[config.mk]
export PLATFORM = sky130hd
export DESIGN_NAME = cpu8_service_loader_flat
export DESIGN_NICKNAME = d
export VERILOG_FILES = /design/src/rtl/cpu8_service_loader_if.sv /design/src/rtl/cpu8_service_loader.sv /design/src/flat_wrapper.sv
export SDC_FILE = /design/constraint.sdc
export NUM_CORES = 1
export LEC_CHECK = 0
export ABC_AREA = 0
export BUFFER_PORTS_ARGS = -buffer_cell sky130_fd_sc_hd__buf_2
export CAP_MARGIN = 10
export CORE_ASPECT_RATIO = 0.75
export CORE_MARGIN = 3
export CORE_UTILIZATION = 60
export DETAILED_ROUTE_END_ITERATION = 12
export PLACE_DENSITY = 0.85
export SLEW_MARGIN = 30
export SYNTH_ARGS = -nofsm -noshare
export SYNTH_HDL_FRONTEND = slang
export SYNTH_SLANG_ARGS = --single-unit
[constraint.sdc]
create_clock -name clk -period 4.3 [get_ports clk]
set_input_delay 0.645 -clock clk [delete_from_list [all_inputs] [get_ports clk]]
set_output_delay 0.645 -clock clk [all_outputs]
set_load 0.03 [all_outputs]
[src/rtl/cpu8_service_loader_if.sv]
// Host byte-stream link of the cpu8 service loader: command/payload bytes in,
// response and dump bytes out, each with a valid/ready handshake.
interface cpu8_service_loader_if;
   logic [7:0] rx_data;
   logic       rx_valid;
   logic       rx_ready;
   logic [7:0] tx_data;
   logic       tx_valid;
   logic       tx_ready;

   modport master (output rx_data, output rx_valid, input rx_ready,
                   input tx_data, input tx_valid, output tx_ready);
   modport slave  (input rx_data, input rx_valid, output rx_ready,
                   output tx_data, output tx_valid, input tx_ready);
endinterface

[src/rtl/cpu8_service_loader.sv]
// Host-driven service loader for cpu8: loads program/data memory, dumps data memory,
// runs and halts the CPU. Define LOADER_CHECKSUM_EN to require a trailing checksum on loads.
module cpu8_service_loader (
   input  logic                        clk,
   input  logic                        rst,
   cpu8_service_loader_if.slave        host,
   output logic                        service_mode,
   output logic                        cpu_rst,
   output logic [7:0]                  program_memory_address,
   output logic [7:0]                  program_memory_data_in,
   output logic                        program_memory_write_enable,
   output logic [7:0]                  data_memory_address,
   output logic [7:0]                  data_memory_data_in,
   output logic                        data_memory_write_enable,
   input  logic [7:0]                  data_memory_data_out,
   output logic                        busy
);
   localparam logic [7:0] CMD_LOAD_PROG = 8'h01;
   localparam logic [7:0] CMD_LOAD_DATA = 8'h02;
   localparam logic [7:0] CMD_DUMP_DATA = 8'h03;
   localparam logic [7:0] CMD_RUN       = 8'h04;
   localparam logic [7:0] CMD_HALT      = 8'h05;
   localparam logic [7:0] STS_OK        = 8'hA5;
   localparam logic [7:0] STS_BAD_CMD   = 8'hE1;
   localparam logic [7:0] STS_BAD_SUM   = 8'hE2;

   typedef enum logic [3:0] {
      IDLE, GET_ADDR, GET_LEN, WRITE, RD_ADDR, RD_CAPTURE, SEND,
`ifdef LOADER_CHECKSUM_EN
      CHECK,
`endif
      STATUS, RUN_PULSE
   } state_t;

   typedef enum logic [1:0] {KIND_PROG, KIND_DATA, KIND_DUMP} kind_t;

`ifdef LOADER_CHECKSUM_EN
   localparam state_t AFTER_LOAD = CHECK;
   logic [7:0] sum;
`else
   localparam state_t AFTER_LOAD = STATUS;
`endif

   state_t     state, state_next;
   kind_t      kind;
   logic [7:0] addr;
   logic [8:0] remaining;
   logic       write_pending;
   logic       pulse_second;
   logic       started;
   logic [7:0] tx_data_q;
   logic       rx_ready_c, tx_valid_c, rx_fire, tx_fire, last_item;

   assign rx_fire       = host.rx_valid && rx_ready_c;
   assign tx_fire       = tx_valid_c && host.tx_ready;
   assign last_item     = (remaining == 9'd1);
   assign host.rx_ready = rx_ready_c;
   assign host.tx_valid = tx_valid_c;
   assign host.tx_data  = tx_data_q;

   always_ff @(posedge clk or negedge rst) begin
      if (!rst) state <= IDLE;
      else      state <= state_next;
   end

   always_comb begin
      state_next = state;
      case (state)
         IDLE: if (rx_fire) begin
            case (host.rx_data)
               CMD_LOAD_PROG, CMD_LOAD_DATA, CMD_DUMP_DATA: state_next = GET_ADDR;
               CMD_RUN: state_next = RUN_PULSE;
               default: state_next = STATUS;
            endcase
         end
         GET_ADDR:   if (rx_fire) state_next = GET_LEN;
         GET_LEN:    if (rx_fire) state_next = (kind == KIND_DUMP) ? RD_ADDR : WRITE;
         WRITE:      if (write_pending && last_item) state_next = AFTER_LOAD;
         RD_ADDR:    state_next = RD_CAPTURE;
         RD_CAPTURE: state_next = SEND;
         SEND:       if (tx_fire) state_next = last_item ? STATUS : RD_ADDR;
`ifdef LOADER_CHECKSUM_EN
         CHECK:      if (rx_fire) state_next = STATUS;
`endif
         STATUS:     if (tx_fire) state_next = IDLE;
         RUN_PULSE:  if (pulse_second) state_next = STATUS;
         default:    state_next = IDLE;
      endcase
   end

   // rx_ready stays low until the first edge after reset; WRITE accepts only between strobes
   always_comb begin
      rx_ready_c = 1'b0;
      tx_valid_c = 1'b0;
      busy       = (state != IDLE);
      case (state)
         IDLE, GET_ADDR, GET_LEN: rx_ready_c = started;
         WRITE:                   rx_ready_c = !write_pending;
`ifdef LOADER_CHECKSUM_EN
         CHECK:                   rx_ready_c = 1'b1;
`endif
         SEND, STATUS:            tx_valid_c = 1'b1;
         default: ;
      endcase
   end

   always_ff @(posedge clk or negedge rst) begin
      if (!rst) begin
         started                     <= 1'b0;
         service_mode                <= 1'b1;
         cpu_rst                     <= 1'b1;
         kind                        <= KIND_PROG;
         addr                        <= 8'h00;
         remaining                   <= 9'd0;
         write_pending               <= 1'b0;
         pulse_second                <= 1'b0;
         tx_data_q                   <= 8'h00;
         program_memory_address      <= 8'h00;
         program_memory_data_in      <= 8'h00;
         program_memory_write_enable <= 1'b0;
         data_memory_address         <= 8'h00;
         data_memory_data_in         <= 8'h00;
         data_memory_write_enable    <= 1'b0;
`ifdef LOADER_CHECKSUM_EN
         sum                         <= 8'h00;
`endif
      end else begin
         started                     <= 1'b1;
         cpu_rst                     <= 1'b0;
         pulse_second                <= 1'b0;
         program_memory_write_enable <= 1'b0;
         data_memory_write_enable    <= 1'b0;
         case (state)
            IDLE: if (rx_fire) begin
               case (host.rx_data)
                  CMD_LOAD_PROG: begin kind <= KIND_PROG; service_mode <= 1'b1; end
                  CMD_LOAD_DATA: begin kind <= KIND_DATA; service_mode <= 1'b1; end
                  CMD_DUMP_DATA: begin kind <= KIND_DUMP; service_mode <= 1'b1; end
                  CMD_RUN:  begin service_mode <= 1'b0; cpu_rst <= 1'b1; tx_data_q <= STS_OK; end
                  CMD_HALT: begin service_mode <= 1'b1; tx_data_q <= STS_OK; end
                  default:  tx_data_q <= STS_BAD_CMD;
               endcase
            end
            GET_ADDR: if (rx_fire) begin
               addr <= host.rx_data;
`ifdef LOADER_CHECKSUM_EN
               sum  <= host.rx_data;
`endif
            end
            GET_LEN: if (rx_fire) begin
               remaining <= (host.rx_data == 8'h00) ? 9'd256 : {1'b0, host.rx_data};
`ifdef LOADER_CHECKSUM_EN
               sum       <= sum + host.rx_data;
`endif
               if (kind == KIND_DUMP) data_memory_address <= addr;
            end
            // Accept a byte and latch the port, strobe on the following cycle, then advance
            WRITE: if (write_pending) begin
               write_pending <= 1'b0;
               addr          <= addr + 8'd1;
               remaining     <= remaining - 9'd1;
               if (last_item) tx_data_q <= STS_OK;
            end else if (rx_fire) begin
               write_pending <= 1'b1;
`ifdef LOADER_CHECKSUM_EN
               sum           <= sum + host.rx_data;
`endif
               if (kind == KIND_PROG) begin
                  program_memory_address      <= addr;
                  program_memory_data_in      <= host.rx_data;
                  program_memory_write_enable <= 1'b1;
               end else begin
                  data_memory_address         <= addr;
                  data_memory_data_in         <= host.rx_data;
                  data_memory_write_enable    <= 1'b1;
               end
            end
            RD_CAPTURE: tx_data_q <= data_memory_data_out;
            SEND: if (tx_fire) begin
               addr      <= addr + 8'd1;
               remaining <= remaining - 9'd1;
               if (last_item) tx_data_q <= STS_OK;
               else           data_memory_address <= addr + 8'd1;
            end
`ifdef LOADER_CHECKSUM_EN
            CHECK: if (rx_fire)
               tx_data_q <= ((sum + host.rx_data) == 8'h00) ? STS_OK : STS_BAD_SUM;
`endif
            RUN_PULSE: begin
               cpu_rst      <= !pulse_second;
               pulse_second <= !pulse_second;
            end
            default: ;
         endcase
      end
   end
endmodule

[src/flat_wrapper.sv]
// flat-port wrapper written by rule: the top's interface ports become plain ports
module cpu8_service_loader_flat 
  (clk, rst, service_mode, cpu_rst, program_memory_address, program_memory_data_in, program_memory_write_enable, data_memory_address, data_memory_data_in, data_memory_write_enable, data_memory_data_out, busy, host_rx_data, host_rx_valid, host_rx_ready, host_tx_data, host_tx_valid, host_tx_ready);
  cpu8_service_loader_if host_i ();
  input  logic clk;
  input  logic rst;
  output logic service_mode;
  output logic cpu_rst;
  output logic [7:0] program_memory_address;
  output logic [7:0] program_memory_data_in;
  output logic program_memory_write_enable;
  output logic [7:0] data_memory_address;
  output logic [7:0] data_memory_data_in;
  output logic data_memory_write_enable;
  input  logic [7:0] data_memory_data_out;
  output logic busy;
  input wire logic [$bits(host_i.rx_data)-1:0] host_rx_data;
  input wire logic [$bits(host_i.rx_valid)-1:0] host_rx_valid;
  output wire logic [$bits(host_i.rx_ready)-1:0] host_rx_ready;
  output wire logic [$bits(host_i.tx_data)-1:0] host_tx_data;
  output wire logic [$bits(host_i.tx_valid)-1:0] host_tx_valid;
  input wire logic [$bits(host_i.tx_ready)-1:0] host_tx_ready;
  assign host_i.rx_data = host_rx_data;
  assign host_i.rx_valid = host_rx_valid;
  assign host_rx_ready = host_i.rx_ready;
  assign host_tx_data = host_i.tx_data;
  assign host_tx_valid = host_i.tx_valid;
  assign host_i.tx_ready = host_tx_ready;
  cpu8_service_loader u_core (.clk(clk), .rst(rst), .host(host_i), .service_mode(service_mode), .cpu_rst(cpu_rst), .program_memory_address(program_memory_address), .program_memory_data_in(program_memory_data_in), .program_memory_write_enable(program_memory_write_enable), .data_memory_address(data_memory_address), .data_memory_data_in(data_memory_data_in), .data_memory_write_enable(data_memory_write_enable), .data_memory_data_out(data_memory_data_out), .busy(busy));
endmodule
After elaboration in Yosys (flattened, before gate mapping). Cells that the tools add are included.

Output and inout bits: 47. Input port bits: 20. Bits in registers: 70. Word-level logic and storage cells: 129.

Equal/unequal tests: 29. Bitwise gates (word level): 2. Multiplexer cells: 52. Reduce and logical (&&, ||, !) cells: 28. Add/subtract/negate cells: 2.

Operators with widths (count): $mux W8 (14); $pmux W8 S3 (2); $mux W9 (4); $pmux W4 S9 (1); $pmux W8 S4 (1); $mux W4 (7); $pmux W9 S3 (1); $ne A2 B1 Y1 const B (10); $eq A4 B3 Y1 const B (4); $eq A8 B2 Y1 const B (2); $eq A8 B3 Y1 const B (2); $pmux W8 S2 (1); $reduce_and A4 Y1 (4); $mux W1 (14); $eq A9 B1 Y1 const B (1); $reduce_bool A3 Y1 (3); $sub A9 B1 Y9 const B (1); $add A8 B1 Y8 const B (1); $eq A4 B2 Y1 const B (2); $eq A8 B1 Y1 const B (1); $logic_not A8 Y1 (1); $ne A2 B2 Y1 const B (4); $pmux W4 S2 (1); $reduce_and A8 Y1 (1); 20 further kinds (30).

Depth between registers and ports, before layout. Gate-level depths: netlist of the first run.

Word-level depth: 7. Depth in mapped cells: 8. Gate-level depth less buffers: 7.

Least setup slack after synthesis of the first run. OpenSTA, ideal clock, no wires.

Path type: input to register. Start point: input port host_rx_data[7]. End point: register u_core.tx_data_q[2], in the netlist u_core.host.tx_data[2]. Path buffers: 1. Stages: 6. Required time: 4175 ps. Setup slack: 1933 ps. Setup time: 125 ps. Data arrival time: 2242 ps. Cell sequence: or4_4 -> or4_1 -> a21oi_1 -> a211o_1 -> buf_6 -> mux2_4.

Cells in the longest elaborated chain, start to end: 5. Elaborated cells between the ends (all ways): 12. Those cells by class: 6 x eq/ne; 3 x mux; 3 x reduce/logical.

Ends and longest elaborated chain: start, declared (RTL line flat_wrapper.sv:17) `input wire logic [$bits(host_i.rx_data)-1:0] host_rx_data;`; $eq A8 B1 Y1 (tied with other cells) (RTL line cpu8_service_loader.sv:135) `case (host.rx_data)`; $reduce_or A3 Y1 (no line) / $reduce_or A2 Y1 (equally long branches); $pmux W8 S2 (RTL line cpu8_service_loader.sv:135); $mux W8 (RTL line cpu8_service_loader.sv:134) `IDLE: if (rx_fire) begin`; $pmux W8 S4 (RTL line cpu8_service_loader.sv:133) `case (state)`; end signal, assigned (RTL line cpu8_service_loader.sv:178) `RD_CAPTURE: tx_data_q <= data_memory_data_out;`; end, declared (RTL line cpu8_service_loader.sv:51) `logic [7:0] tx_data_q;`.

Several ways; a longest one is shown, not always the timed one. The select of a mux whose other input is x is not followed. A chain may end at the register's enable or synchronous reset.

Worst setup path in the final report of the first run.
Start point: register u_core.state[1]. End point: register u_core.tx_data_q[2], in the netlist u_core.host.tx_data[2].

Cells in the longest elaborated chain, start to end: 6. Elaborated cells between the ends (all ways): 20. Those cells by class: 10 x eq/ne; 3 x mux; 7 x reduce/logical.

Ends and longest elaborated chain: start, declared (RTL line cpu8_service_loader.sv:44) `state_t state, state_next;`; start signal, assigned (RTL line cpu8_service_loader.sv:63) `else state <= state_next;`; $eq A4 B1 Y1 (tied with other cells) (RTL line cpu8_service_loader.sv:96) `case (state)`; $reduce_or A3 Y1 / $reduce_or A2 Y1 (equally long branches) (RTL line cpu8_service_loader.sv:96); $pmux W1 S2 / $mux W1 (equally long branches) (RTL line cpu8_service_loader.sv:96); $logic_and A1 B1 Y1, on equally long branches (RTL line cpu8_service_loader.sv:54, cpu8_service_loader.sv:55); $ne A2 B1 Y1 (no line); $reduce_and A5 Y1 (no line).

Several ways; a longest one is shown, not always the timed one.

==> results of run 1 <==
## metrics by stage
step | hold slack (ns) | instances | setup slack (ns)
after CTS | 0.300 | 488 | 1.48
after detailed placement | 0.432 | 473 | 1.50
after global routing | 0.327 | 488 | 1.19
final | 0.287 | 488 | 1.44
after global placement | 0.420 | 473 | 1.63
after floorplan | 0.349 | 352 | 1.93
## sequential cells by signal (all words and copies together) (netlist names)
name / cells
u_core.started: 1
u_core.state: 4
u_core.data_memory_data_in: 8
u_core.remaining: 9
u_core.host.tx_data: 8
u_core.kind: 2
u_core.program_memory_write_enable: 1
u_core.addr: 8
u_core.program_memory_data_in: 8
u_core.program_memory_address: 8
u_core.write_pending: 1
u_core.data_memory_address: 8
u_core.data_memory_write_enable: 1
u_core.pulse_second: 1
u_core.cpu_rst: 1
u_core.service_mode: 1
## power by group through the flow
stage	combinational (µW)	sequential (µW)	clock, µW
2_1_floorplan	889	1360	0
3_3_place_gp	1400	1130	0
3_5_place_dp	1440	1150	0
4_1_cts	1450	1140	522
5_1_grt	1580	1190	548
6_report	1440	1150	512
## layer usage
metal	vias up	wire [µm]	part of all wire (%)
met5	-	0	0
met4	0	104	1.3
met3	9	606	7.4
met2	127	3630	44
met1	1436	3880	47
li1	1383	-	-
## worst max-delay path, stage by stage (launching register included)
cell	delay, ns
dfrtp_1	0.68
nor2b_1	0.40
and2_1	0.69
a21oi_1	0.15
a211o_1	0.47
mux2_4	0.34
## worst max-delay path by stage
stage	endpoint	slack [ns]	from	depth (start not counted)
floorplan	u_core.host.tx_data[2]	1.93	host_rx_data[7]	6
global placement	u_core.host.tx_data[2]	1.63	host_rx_data[7]	6
detailed placement	u_core.host.tx_data[2]	1.50	u_core.state[1]	5
CTS	u_core.host.tx_data[2]	1.48	u_core.state[1]	5
global route	u_core.host.tx_data[2]	1.19	u_core.state[1]	5
finish	u_core.host.tx_data[2]	1.44	u_core.state[1]	5
## cell families after synthesis
kind of cell	count (synthesis)	synth area share, %
AOI/OAI and AO/OA	88	16.5
xor gates and xnor gates	9	2.16
adders and majority gates	3	1.03
buffers and inverters	36	4.73
DFF	70	48.1
muxes	37	11.5
other	1	0.103
and+or+nand+nor	108	15.9
## synthesized netlist by cell type, types with 4 or more instances
cell,n,area (µm²)
a21oi_1,23,115
a22o_1,5,43.8
o21ai_0,20,100
nand3_1,6,30.0
xnor2_1,7,61.3
nor3b_1,5,37.5
nand3b_1,5,37.5
clkbuf_1,10,37.5
nor3_1,7,35.0
nand2_1,19,71.3
mux2_2,34,383
dfrtp_1,68,1700
nor2_1,28,105
nand2b_1,6,37.5
inv_1,14,52.6
a2bb2oi_1,4,35.0
buf_2,6,30.0
and3_1,4,25.0
## area by class of cell
class                   count  area share [%]
repair buffers             68            8.37
flip-flops and latches     70            42.2
clock buffers               9            2.98
inverters                  14            1.26
multi-input cells         246            41.4
clock inverters             6            1.53
well taps                  75            2.26
==> flow_summary.yaml, run 1 <==
cts:
  post-cts-setup-buffers: 0
  postCtsHoldBufs: 0
  cts_made_buffers: 9
  cts.clk_slew.worst_paths_ns: 0.07
  cts_tree: "yes"
  htreeDepth: 3
  cts.sinks: 70
  cts_resized: 0
  clock_latency_ns: 0.35
  cts_max_path_buffers: 2
  cts_root_buf: "clkbuf_8"
floorplanning:
  pin_count: 67
  initial_core_util_pct: 65.0
  die_area_um2: 7060
  floorplan.die.width_um: 96.0
  fp.dieH_um: 73.5
  coreArea_um2: 5610
  row_count: 23
run_status:
  status: "finished, final reports clean"
critical_path:
  r2r_start: "u_core.state[1]"
  required_ns: 4.53
  path_class: "register to register"
  endpoint_kind: "register"
  startpoint_type: "register"
  crit_fanout: 23
  r2r_end: "u_core.host.tx_data[2]"
  r2r_setup_slack_ns: 1.44
  crit_arrival_ns: 3.09
  reg2reg_depth: 5
global_route:
  met1_usage_pct: 37.1
  antenna_found_initial: 0
  grt.total_usage_pct: 25.1
  grt_pass1_wl_um: 13500
  use_met2_pct: 36.3
  grt_overflow: 0
  grt_use_met3_pct: 4.81
  grt_pass1_vias: 2749
  grt_max_degree: 47
  grt-busiest-layer: "met1"
sta:
  finalCritPeriodShare_pct: 66.4
  drv_slew: 0
  rsz0062_at_grt: "no"
  worst_pin_slew_ns: 0.793
  tns_ns: 0
  setup_violations: 0
  fin_crit_ns: 2.86
  hold_viol_final: 0
  slew_headroom_pct: 47.1
  fmax_ghz: 0.350
  skew_ns: 0.00805
power:
  p_sw_uw: 1380
  p_per_area_nw_per_um2: 746
  ir_worst_vdd_mv: 0.331
  total_power_uw: 3100
  intPower_uw: 1720
  pwr-share-clk_pct: 16.5
  swShare_pct: 44.5
  cellLeakagePower_uw: 0.00195
  seq_power_share_pct: 37.1
  power_frac_comb_pct: 46.4
finish:
  final_util_pct: 74.1
  final_nets: 432
  antennaDiodeCount: 0
  fillerInstances: 435
  layout_common_cells: "dfrtp_1 (68), buf_2 (65), mux2_2 (34)"
  drive_gt1_share_pct: 31.2
  seqCellArea_um2: 1750
  finalInstanceArea_um2: 4160
  syn2layout_area_growth_pct: 14.0
  multi_input_area_um2: 1720
  final_common_cell: "dfrtp_1"
synth:
  synth_edf_count: 0
  yosysWarnings: 0
  ys_seq_elements: 70
  ys_seq_area_share_pct: 48.1
  ys_dominant_reg_cell: "dfrtp_1"
  syn_nets: 375
  avgSynthCellArea_um2: 10.4
  synthDistinctLibCells: 62
  synthArstFlopShare_pct: 100
  syn_area_um2: 3650
  syn_inst: 352
detailed_routing:
  drt-vias-per-instance: 6.06
  drtIter0Drc: 267
  post-route-drc-count: 0
  wirelength_um: 8220
  antenna_left: 0
  num_vias: 2955
  detail_route.wl_per_cell_um: 16.9
  drt_pass1_iterations: 5
placement:
  port_buffers: 66
  place.gp.congestion: 0.932
  dpl_cell_area_um2: 3970
  dp.final_hpwl_um: 5760
worst_hold_path:
  hp-class: "primary input to asynchronous set/reset pin"
flow_run:
  maxCapViolations: 0
(Power assumes the default switching activity.)
==> inputs of run 2 (changes only) <==
--- a/config.mk
+++ b/config.mk
@@ -10,9 +10,9 @@
 export CAP_MARGIN = 10
 export CORE_ASPECT_RATIO = 0.75
 export CORE_MARGIN = 3
-export CORE_UTILIZATION = 60
+export CORE_UTILIZATION = 56
 export DETAILED_ROUTE_END_ITERATION = 12
-export PLACE_DENSITY = 0.85
+export PLACE_DENSITY = 0.8
 export SLEW_MARGIN = 30
 export SYNTH_ARGS = -nofsm -noshare
 export SYNTH_HDL_FRONTEND = slang
==> constraint.sdc (replaced) <==
create_clock -name clk -period 2.9 [get_ports clk]
set_input_delay 0.435 -clock clk [delete_from_list [all_inputs] [get_ports clk]]
set_output_delay 0.435 -clock clk [all_outputs]
set_load 0.03 [all_outputs]
==> flow_summary.yaml, run 2 (synthesis gave the netlist of run 1 again) <==
floorplanning:
  die_area_um2: 7530
  row_count: 24
  coreArea_um2: 6070
  pin_count: 67
  fp.dieH_um: 75.9
  floorplan.die.width_um: 99.2
  initial_core_util_pct: 60.1
global_route:
  grt.total_usage_pct: 23.8
  grt_overflow: 0
  grt_pass1_vias: 2915
  grt_max_degree: 39
  grt_pass1_wl_um: 14500
  antenna_found_initial: 0
finish:
  largest_reg_flops: 9
  layout_common_cells: "dfrtp_1 (68), buf_2 (66), mux2_2 (34)"
  top_register: "u_core.remaining"
  final_nets: 439
  final_common_cell: "dfrtp_1"
  antennaDiodeCount: 0
  finalInstanceArea_um2: 4240
  drive_gt1_share_pct: 32.3
  syn2layout_area_growth_pct: 16.1
  layout.cells.non_filler: 499
  final_util_pct: 69.8
sta:
  fmax_ghz: 0.411
  fin_crit_ns: 2.43
  worst_pin_slew_ns: 0.825
  drv_slew: 0
  hold_viol_final: 0
  skew_ns: 0.00824
  rsz0062_at_grt: "no"
  slew_headroom_pct: 45.0
  finalCritPeriodShare_pct: 83.8
  tns_ns: 0
  setup_violations: 0
cts:
  cts_tree: "yes"
  cts.clk_slew.worst_paths_ns: 0.08
  cts_max_path_buffers: 2
  post-cts-setup-buffers: 0
  cts_root_buf: "clkbuf_8"
  cts_resized: 0
  cts_made_buffers: 9
  clock_latency_ns: 0.35
  cts.sinks: 70
  postCtsHoldBufs: 0
  htreeDepth: 3
detailed_routing:
  antenna_left: 0
  num_vias: 2913
  wirelength_um: 8320
  drtIter0Drc: 209
  post-route-drc-count: 0
  drt_pass1_iterations: 4
  drt-vias-per-instance: 5.84
  detail_route.wl_per_cell_um: 16.7
critical_path:
  crit_fanout: 19
  endpoint_kind: "register"
  reg2reg_depth: 5
  required_ns: 3.14
  path_class: "register to register"
  crit_arrival_ns: 2.67
  r2r_setup_slack_ns: 0.47
  crit_start: "u_core.state[1]"
  cp_slowest_stage_delay_ns: 0.69
  startpoint_type: "register"
  r2r_start: "u_core.state[1]"
  cp_cell_sequence: "nand3b_1 -> a2111oi_4 -> a21oi_1 -> a211o_1 -> mux2_4"
  r2r_end: "u_core.host.tx_data[2]"
  slowest_stage: "dfrtp_1"
power:
  cellLeakagePower_uw: 0.00199
  ir_worst_vdd_mv: 0.499
  p_per_area_nw_per_um2: 1110
  total_power_uw: 4690
placement:
  dp.final_hpwl_um: 5930
  port_buffers: 66
  place.gp.congestion: 0.940
  dpl_cell_area_um2: 4040
  dpl.cell_count: 483
run_status:
  status: "finished, final reports clean"
flow_run:
  maxCapViolations: 0
worst_hold_path:
  hp-class: "primary input to asynchronous set/reset pin"
run 2: cell count changes in the layout (fill, tap and decap cells not counted):
| cell | before | now |
|---|---|---|
| clkbuf_1 | 0 | 1 |
| buf_4 | 3 | 8 |
| clkbuf_8 | 9 | 10 |
| buf_2 | 65 | 66 |
| buf_12 | 0 | 1 |
| clkinv_2 | 2 | 1 |
run 2: layer usage:
| layer | vias to the layer above | global-route usage [%] | routed length, µm |
|---|---|---|---|
| met2 | 110 | 34.0 | 3590 |
| met3 | 12 | 6.15 | 709 |
| met1 | 1382 | 35.2 | 3920 |
| met4 | 0 | 7.78 | 95 |
| li1 | 1409 | - | - |
| met5 | - | 0 | 0 |
run 2: worst max path at each step:
| stage | endpoint | slack (ns) |
|---|---|---|
| floorplan | u_core.host.tx_data[2] | 0.74 |
| global placement | u_core.host.tx_data[2] | 0.46 |
| detailed placement | u_core.host.tx_data[2] | 0.43 |
| CTS | u_core.host.tx_data[2] | 0.47 |
| global route | u_core.program_memory_data_in[6] | 0.29 |
| finish | u_core.host.tx_data[2] | 0.47 |
run 2: worst max-delay path: cells and delay by family, from the launching register on:
family | cells | cell delay, ns
AND/OR/NAND/NOR | 1 | 0.25
multiplexers | 1 | 0.34
flip-flops | 1 | 0.69
AO/OA/AOI/OAI | 3 | 1.04
run 2: layout make-up:
class | instances | area (µm²)
Timing Repair Buffer | 75 | 410
Sequential cell | 70 | 1750
Tap cell | 78 | 97.6
Fill cell | 471 | 1830
Multi-Input combinational cell | 246 | 1720
Inverter | 14 | 52.6
Clock buffer | 11 | 141
Clock inverter | 5 | 58.8
run 2: power by group:
group          internal [µW]  switching (µW)
combinational            867            1360
sequential              1330             318
clock                    421             388
run 2: per-stage QoR:
stage / hold WS [ns] / setup WS [ns]
floorplan: 0.139 / 0.743
global placement: 0.426 / 0.456
detailed placement: 0.429 / 0.428
CTS: 0.165 / 0.474
global route: 0.187 / 0.294
finish: 0.151 / 0.468
